File: src/rtl/debounced_counter_bank_if.sv
// Bus bundle for debounced_counter_bank: switch/dir/clear inputs, count/wrap/segment outputs.
interface debounced_counter_bank_if #(
  parameter int unsigned CHANNELS = 2,
  parameter int unsigned CNT_W    = 4
) ();

  logic [CHANNELS-1:0]       switch_in;
  logic [CHANNELS-1:0]       dir;
  logic                      clear;
  logic [CHANNELS*CNT_W-1:0] count;
  logic [CHANNELS-1:0]       wrap_pulse;
  logic [CHANNELS*7-1:0]     seg_n;

  // Stimulus side: drives switches, direction and clear; observes counters.
  modport master (
    output switch_in,
    output dir,
    output clear,
    input  count,
    input  wrap_pulse,
    input  seg_n
  );

  // Counter bank side.
  modport slave (
    input  switch_in,
    input  dir,
    input  clear,
    output count,
    output wrap_pulse,
    output seg_n
  );

endinterface

File: src/rtl/debounced_counter_bank.sv
// Bank of independent channels: synchronize and debounce a switch, count presses up/down
// modulo MODULUS, pulse on wrap, and drive an active-low seven-segment hex digit per channel.
module debounced_counter_bank #(
  parameter int unsigned CHANNELS        = 2,
  parameter int unsigned DEBOUNCE_CYCLES = 250000,
  parameter int unsigned CNT_W           = 4,
  parameter int unsigned MODULUS         = 16
) (
  input logic                      clock,
  input logic                      reset,
  debounced_counter_bank_if.slave  bus
);

  // Stability counter only needs to reach DEBOUNCE_CYCLES-1; the acceptance edge resets it.
  localparam int unsigned StabW = (DEBOUNCE_CYCLES > 1) ? $clog2(DEBOUNCE_CYCLES) : 1;
  localparam logic [StabW-1:0] StabLast = StabW'(DEBOUNCE_CYCLES - 1);
  localparam logic [CNT_W-1:0] CntMax   = CNT_W'(MODULUS - 1);
  localparam logic [6:0]       SegZero  = 7'b0000001;

  logic [CHANNELS-1:0] sync1_q, sync2_q;
  logic [CHANNELS-1:0] db_q, db_d;
  logic [StabW-1:0]    stab_q [CHANNELS];
  logic [StabW-1:0]    stab_d [CHANNELS];
  logic [CHANNELS-1:0] event_q, event_d;
  logic [CNT_W-1:0]    count_q [CHANNELS];
  logic [CNT_W-1:0]    count_d [CHANNELS];
  logic [CHANNELS-1:0] wrap_q, wrap_d;
  logic [6:0]          seg_q [CHANNELS];
  logic [6:0]          seg_d [CHANNELS];

  // Active-low {A..G} pattern for one hex digit.
  function automatic logic [6:0] hex_to_seg(input logic [3:0] value);
    logic [6:0] seg;
    case (value)
      4'h0:    seg = 7'b0000001;
      4'h1:    seg = 7'b1001111;
      4'h2:    seg = 7'b0010010;
      4'h3:    seg = 7'b0000110;
      4'h4:    seg = 7'b1001100;
      4'h5:    seg = 7'b0100100;
      4'h6:    seg = 7'b0100000;
      4'h7:    seg = 7'b0001111;
      4'h8:    seg = 7'b0000000;
      4'h9:    seg = 7'b0000100;
      4'ha:    seg = 7'b0001000;
      4'hb:    seg = 7'b1100000;
      4'hc:    seg = 7'b0110001;
      4'hd:    seg = 7'b1000010;
      4'he:    seg = 7'b0110000;
      default: seg = 7'b0111000;
    endcase
    return seg;
  endfunction

  // Two-flop synchronizer for the raw switch levels.
  always_ff @(posedge clock or posedge reset) begin
    if (reset) begin
      sync1_q <= '0;
      sync2_q <= '0;
    end else begin
      sync1_q <= bus.switch_in;
      sync2_q <= sync1_q;
    end
  end

  // Debounce: accept a level after DEBOUNCE_CYCLES consecutive mismatching edges; a rising
  // acceptance raises the press event for one cycle.
  always_comb begin
    db_d    = db_q;
    event_d = '0;
    for (int i = 0; i < int'(CHANNELS); i++) begin
      stab_d[i] = '0;
      if (sync2_q[i] != db_q[i]) begin
        if (stab_q[i] == StabLast) begin
          db_d[i]    = sync2_q[i];
          event_d[i] = sync2_q[i];
        end else begin
          stab_d[i] = stab_q[i] + StabW'(1);
        end
      end
    end
  end

  // Counter next state: clear wins over events; wraps in both directions raise wrap_d.
  always_comb begin
    wrap_d = '0;
    for (int i = 0; i < int'(CHANNELS); i++) begin
      count_d[i] = count_q[i];
      if (bus.clear) begin
        count_d[i] = '0;
      end else if (event_q[i]) begin
        if (!bus.dir[i]) begin
          if (count_q[i] == CntMax) begin
            count_d[i] = '0;
            wrap_d[i]  = 1'b1;
          end else begin
            count_d[i] = count_q[i] + CNT_W'(1);
          end
        end else begin
          if (count_q[i] == '0) begin
            count_d[i] = CntMax;
            wrap_d[i]  = 1'b1;
          end else begin
            count_d[i] = count_q[i] - CNT_W'(1);
          end
        end
      end
    end
  end

  // Segment decode follows the registered count, so the display lags count by one cycle.
  always_comb begin
    for (int i = 0; i < int'(CHANNELS); i++) begin
      seg_d[i] = hex_to_seg(4'(count_q[i]));
    end
  end

  // Debounce state, event register, counters, wrap pulses and segment registers.
  always_ff @(posedge clock or posedge reset) begin
    if (reset) begin
      db_q    <= '0;
      event_q <= '0;
      wrap_q  <= '0;
      for (int i = 0; i < int'(CHANNELS); i++) begin
        stab_q[i]  <= '0;
        count_q[i] <= '0;
        seg_q[i]   <= SegZero;
      end
    end else begin
      db_q    <= db_d;
      event_q <= event_d;
      wrap_q  <= wrap_d;
      for (int i = 0; i < int'(CHANNELS); i++) begin
        stab_q[i]  <= stab_d[i];
        count_q[i] <= count_d[i];
        seg_q[i]   <= seg_d[i];
      end
    end
  end

  for (genvar g = 0; g < int'(CHANNELS); g++) begin : g_out
    assign bus.count[g*CNT_W +: CNT_W] = count_q[g];
    assign bus.seg_n[g*7 +: 7]         = seg_q[g];
  end

  assign bus.wrap_pulse = wrap_q;

endmodule

File: src/flat_wrapper.sv
// flat-port wrapper written by rule: the top's interface ports become plain ports
module debounced_counter_bank_flat 
#(
  parameter int unsigned CHANNELS        = 2,
  parameter int unsigned DEBOUNCE_CYCLES = 250000,
  parameter int unsigned CNT_W           = 4,
  parameter int unsigned MODULUS         = 16
)
  (clock, reset, bus_switch_in, bus_dir, bus_clear, bus_count, bus_wrap_pulse, bus_seg_n);
  debounced_counter_bank_if #(.CHANNELS(CHANNELS), .CNT_W(CNT_W)) bus_i ();
  input logic clock;
  input logic reset;
  input wire logic [$bits(bus_i.switch_in)-1:0] bus_switch_in;
  input wire logic [$bits(bus_i.dir)-1:0] bus_dir;
  input wire logic [$bits(bus_i.clear)-1:0] bus_clear;
  output wire logic [$bits(bus_i.count)-1:0] bus_count;
  output wire logic [$bits(bus_i.wrap_pulse)-1:0] bus_wrap_pulse;
  output wire logic [$bits(bus_i.seg_n)-1:0] bus_seg_n;
  assign bus_i.switch_in = bus_switch_in;
  assign bus_i.dir = bus_dir;
  assign bus_i.clear = bus_clear;
  assign bus_count = bus_i.count;
  assign bus_wrap_pulse = bus_i.wrap_pulse;
  assign bus_seg_n = bus_i.seg_n;
  debounced_counter_bank #(.CHANNELS(CHANNELS), .DEBOUNCE_CYCLES(DEBOUNCE_CYCLES), .CNT_W(CNT_W), .MODULUS(MODULUS)) u_core (.clock(clock), .reset(reset), .bus(bus_i));
endmodule
File: config.mk
export PLATFORM = sky130hd
export DESIGN_NAME = debounced_counter_bank_flat
export DESIGN_NICKNAME = d
export VERILOG_FILES = /design/src/rtl/debounced_counter_bank_if.sv /design/src/rtl/debounced_counter_bank.sv /design/src/flat_wrapper.sv
export SDC_FILE = /design/constraint.sdc
export NUM_CORES = 1
export LEC_CHECK = 0
export ABC_AREA = 1
export CAP_MARGIN = 15
export CORE_MARGIN = 5
export CORE_UTILIZATION = 55
export CTS_CLUSTER_DIAMETER = 200
export DETAILED_ROUTE_END_ITERATION = 8
export PLACE_DENSITY = 0.76
export SLEW_MARGIN = 5
export SYNTH_ARGS = -nofsm -noshare
export SYNTH_HDL_FRONTEND = slang
export SYNTH_SLANG_ARGS = --single-unit
File: constraint.sdc
create_clock -name clock -period 3.4 [get_ports clock]
set_clock_uncertainty 0.15 [all_clocks]
set_input_delay 0.68 -clock clock [delete_from_list [all_inputs] [get_ports clock]]
set_output_delay 0.68 -clock clock [all_outputs]
set_load 0.01 [all_outputs]
==> metrics.log <==
INFO  metric drive_gt1_share = 10.5%
INFO  metric fmaxAchievable = approximately 420 MHz
INFO  metric fin_setup_tns = 0 ps
INFO  metric postSynthNetCount = ~500
INFO  metric clockBufferDepth = 2
INFO  metric ys_ff_latch = about 70
INFO  metric post_cts.repair.setup_buffers = 0
INFO  metric synth-async-reset-ratio = 100%
INFO  metric worstSkewPairLatency = between 300 and 400 ps
INFO  metric post-synth-top-count-cell = sky130_fd_sc_hd__nand2_1
INFO  metric gr-usage-all-layers = roughly a fifth
INFO  metric globalRoute.totalOverflow = 0
INFO  metric slew-limit-headroom = a little under half
INFO  metric peakVddDrop = between 200 and 250 uV
INFO  metric dr_total_vias = approximately 3200
INFO  metric core_area = between 6000 and 7000 um2
INFO  metric final_min_period_over_clock_period = 69.2%
INFO  metric path_buf_inv = 1
INFO  metric postSynthAreaPerCell = 7.93 um2
INFO  metric crit_required = between 2000 and 3000 ps
INFO  metric largest_net_degree_at_the_start_of_global_routing = 42
INFO  metric worst_setup_path_end_kind = output port
INFO  metric synth.cell_area = 3790 um2
INFO  metric finalWeightedCongestion = about 0.9
INFO  metric hold_path_class = flip-flop to flip-flop
INFO  metric number_of_max_capacitance_violations_reported = 0
INFO  metric synth_edf_count = 0
INFO  metric netlist_top_cells_area = sky130_fd_sc_hd__dfrtp_1 44%, sky130_fd_sc_hd__nand2_1 9.5%, sky130_fd_sc_hd__nor2_1 8.9%, sky130_fd_sc_hd__inv_1 5.4%, sky130_fd_sc_hd__ha_1 4.6%
INFO  metric arrival = 1520 ps
INFO  metric drt-vias-per-instance = 5.27
INFO  metric fin_max_slew_vios = 0
INFO  metric area.sequential = between 1500 and 2000 um2
INFO  metric nFillCells = approximately 550
INFO  metric io_pins = 31
INFO  metric status = completed
INFO  metric timing_worst_slew_pin_value = 811 ps
INFO  metric wire_length_of_the_first_global_routing_pass = between 10 and 15 mm
INFO  metric cellPowerDensity = 426 nW/um2
INFO  metric initial_antenna_violation_count = 0
INFO  metric met3_wirelength = between 200 and 300 um
INFO  metric hold_start = u_core.sync1_q[0]$_DFF_PP0_
INFO  metric cts.repair.resized = 0
INFO  metric antenna_violation_net_count_after_detailed_routing = 0
INFO  metric dr.max_layer_used = met4
INFO  metric placement_rows = 30
INFO  metric yosysUniqueCellTypes = 38
INFO  metric hold_viol = 0
INFO  metric cpPeakStageDelay = ~610 ps
INFO  metric main_flop_type_after_synthesis = sky130_fd_sc_hd__dfrtp_1
INFO  metric routed_wire_length_per_instance = roughly 13 um
INFO  metric total_met2_wirelength_after_detailed_routing = around 3.7 mm
INFO  metric post_synth_inst_count = 478
INFO  metric cellLeakagePower = 1.93 nW
INFO  metric synth_top_area_share = a little over two fifths
INFO  metric yosys.area.top_type = sky130_fd_sc_hd__dfrtp_1
INFO  metric drt_first_iter_violations = 123
INFO  metric cts_hold_buf = 0
INFO  metric timing.setup.critical_path_class = flip-flop to output port
INFO  metric numCtsBuffers = 9
INFO  metric cts_h_tree_depth = 3
INFO  metric setup-violations-final = 0
INFO  metric start_util = between 50% and 60%
INFO  metric synth.yosys.warnings = 0
INFO  metric detailedRoute.firstPassIterationCount = 5
INFO  metric drc = 0
INFO  metric critical_path_fanout_max = 12
INFO  metric clock_sink_count = 68
INFO  metric design_area = around 4400 um2
INFO  metric crit_path_cell_trace = clkdlybuf4s50_1
INFO  metric wl_met1 = between 3 and 4 mm
INFO  metric dpl.hpwl = 5.67 mm
INFO  metric insertedDiodeCount = 0
INFO  metric placed_area = 4180 um2
INFO  metric timing.critical_path.max_delay_family = buffers and inverters
INFO  metric final_net_count = 538
INFO  metric timing.rr.start = u_core.bus.count[0]$_DFFE_PP0P_
INFO  metric period_minus_slack = ~2400 ps
INFO  metric flow.area_growth_from_synthesis = 16.6%
INFO  metric synthTopCellsByCount = 96 x sky130_fd_sc_hd__nand2_1, 90 x sky130_fd_sc_hd__nor2_1, 66 x sky130_fd_sc_hd__dfrtp_1
INFO  metric rsz0062_at_grt = no
INFO  metric multiInputGateArea = 1840 um2
INFO  metric startpoint_type = flip-flop
INFO  metric critPathLaunch = u_core.bus.count[3]$_DFFE_PP0P_
INFO  metric die_w = 93.0 um
INFO  metric tritoncts = yes
INFO  metric wirelength = between 7 and 8 mm
INFO  metric clock-root-buffer = sky130_fd_sc_hd__clkbuf_8
INFO  metric portBuffers = 30
INFO  metric grt_pass1_vias = about 3000
INFO  metric crit_slowest_cell = sky130_fd_sc_hd__clkdlybuf4s50_1
INFO  metric clk_pin_slew_worst_paths = 70 ps
INFO  metric floorplan.die.height = about 93 um
INFO  metric synth_seq_area_share = around 45%
INFO  metric die_area = 8650 um2
logic make-up after synthesis:
family / share of synthesized area [%]
flip-flops: 45.0
XOR/XNOR: 5.48
AND/OR/NAND/NOR: 31.7
buffers and inverters: 6.54
adder cells (fa/ha/maj): 4.62
AO/OA/AOI/OAI: 6.74
cell usage in the layout (no fill, tap or decap), types with 4 or more instances in the layout:
cell and count:
sky130_fd_sc_hd__o21ai_0 21, sky130_fd_sc_hd__xnor2_1 4, sky130_fd_sc_hd__nor2_1 90, sky130_fd_sc_hd__inv_1 54
sky130_fd_sc_hd__ha_1 14, sky130_fd_sc_hd__a21oi_1 8, sky130_fd_sc_hd__dfrtp_1 66, sky130_fd_sc_hd__nor3_1 9
sky130_fd_sc_hd__nand2_2 9, sky130_fd_sc_hd__inv_2 4, sky130_fd_sc_hd__xor2_1 16, sky130_fd_sc_hd__nand3_1 31
sky130_fd_sc_hd__nand4_1 7, sky130_fd_sc_hd__clkbuf_8 12, sky130_fd_sc_hd__nor2_4 4, sky130_fd_sc_hd__clkdlybuf4s50_1 30
sky130_fd_sc_hd__nor2_2 9, sky130_fd_sc_hd__nand2_1 96
stage by stage:
| stage | setup slack, ps | hold WS [ps] | total power, mW | util, % | std cells |
|---|---|---|---|---|---|
| after floorplan | 862 | 181 | 1.02 | - | 478 |
| final | 1050 | 214 | 1.88 | 65.4 | 602 |
| after global placement | 1340 | 184 | 1.12 | 61.9 | 586 |
| after CTS | 1040 | 221 | 1.90 | 65.4 | 602 |
| after global routing | 965 | 219 | 1.97 | 65.4 | 602 |
| after detailed placement | 1310 | 203 | 1.12 | 61.9 | 586 |
metal layers:
metal  up-vias  GRT usage [%]
met3        14           3.38
met2        78           31.7
li1       1594              -
met1      1486           24.8
met5         -              0
met4         0           8.91
worst paths after layout:
kind                                                       to  slack, ps  cells past startpoint
min in group asynchronous  u_core.bus.wrap_pulse[1]$_DFF_PP0_        660                      2
max                                              bus_count[3]       1050                      1
min                               u_core.sync2_q[0]$_DFF_PP0_        210                      0
min reg2reg                       u_core.sync2_q[0]$_DFF_PP0_        210                      0
max in group asynchronous     u_core.bus.count[2]$_DFFE_PP0P_       1750                      3
max reg2reg                   u_core.bus.count[2]$_DFFE_PP0P_       1660                      5
report_power, final:
part / total, mW / switching, mW / internal (mW)
registers: 0.880 / 0.0309 / 0.849
logic: 0.227 / 0.125 / 0.103
clock network: 0.777 / 0.303 / 0.474
state kept, by name (all words and copies together) (netlist names):
register and cells:
u_core.sync1_q 2, u_core.stab_q 36, u_core.event_q 2, u_core.sync2_q 2, u_core.bus.count 8, u_core.bus.seg_n 14
u_core.bus.wrap_pulse 2, u_core.db_q 2
worst reg2reg max path, stage by stage, from the launching register on:
cell and delay (ps):
sky130_fd_sc_hd__dfrtp_1 480, sky130_fd_sc_hd__inv_1 140, sky130_fd_sc_hd__ha_1 260, sky130_fd_sc_hd__ha_1 270
sky130_fd_sc_hd__nor3_1 210, sky130_fd_sc_hd__o22ai_1 100
final cells by class:
type,instances,share of cell area (%)
Multi-Input combinational cell,347,41.6
Sequential cell,68,38.6
Timing Repair Buffer,33,7.30
Inverter,58,4.93
Clock buffer,13,3.82
Tap cell,80,2.27
Clock inverter,3,1.53
Power figures use the tool's default switching activity.
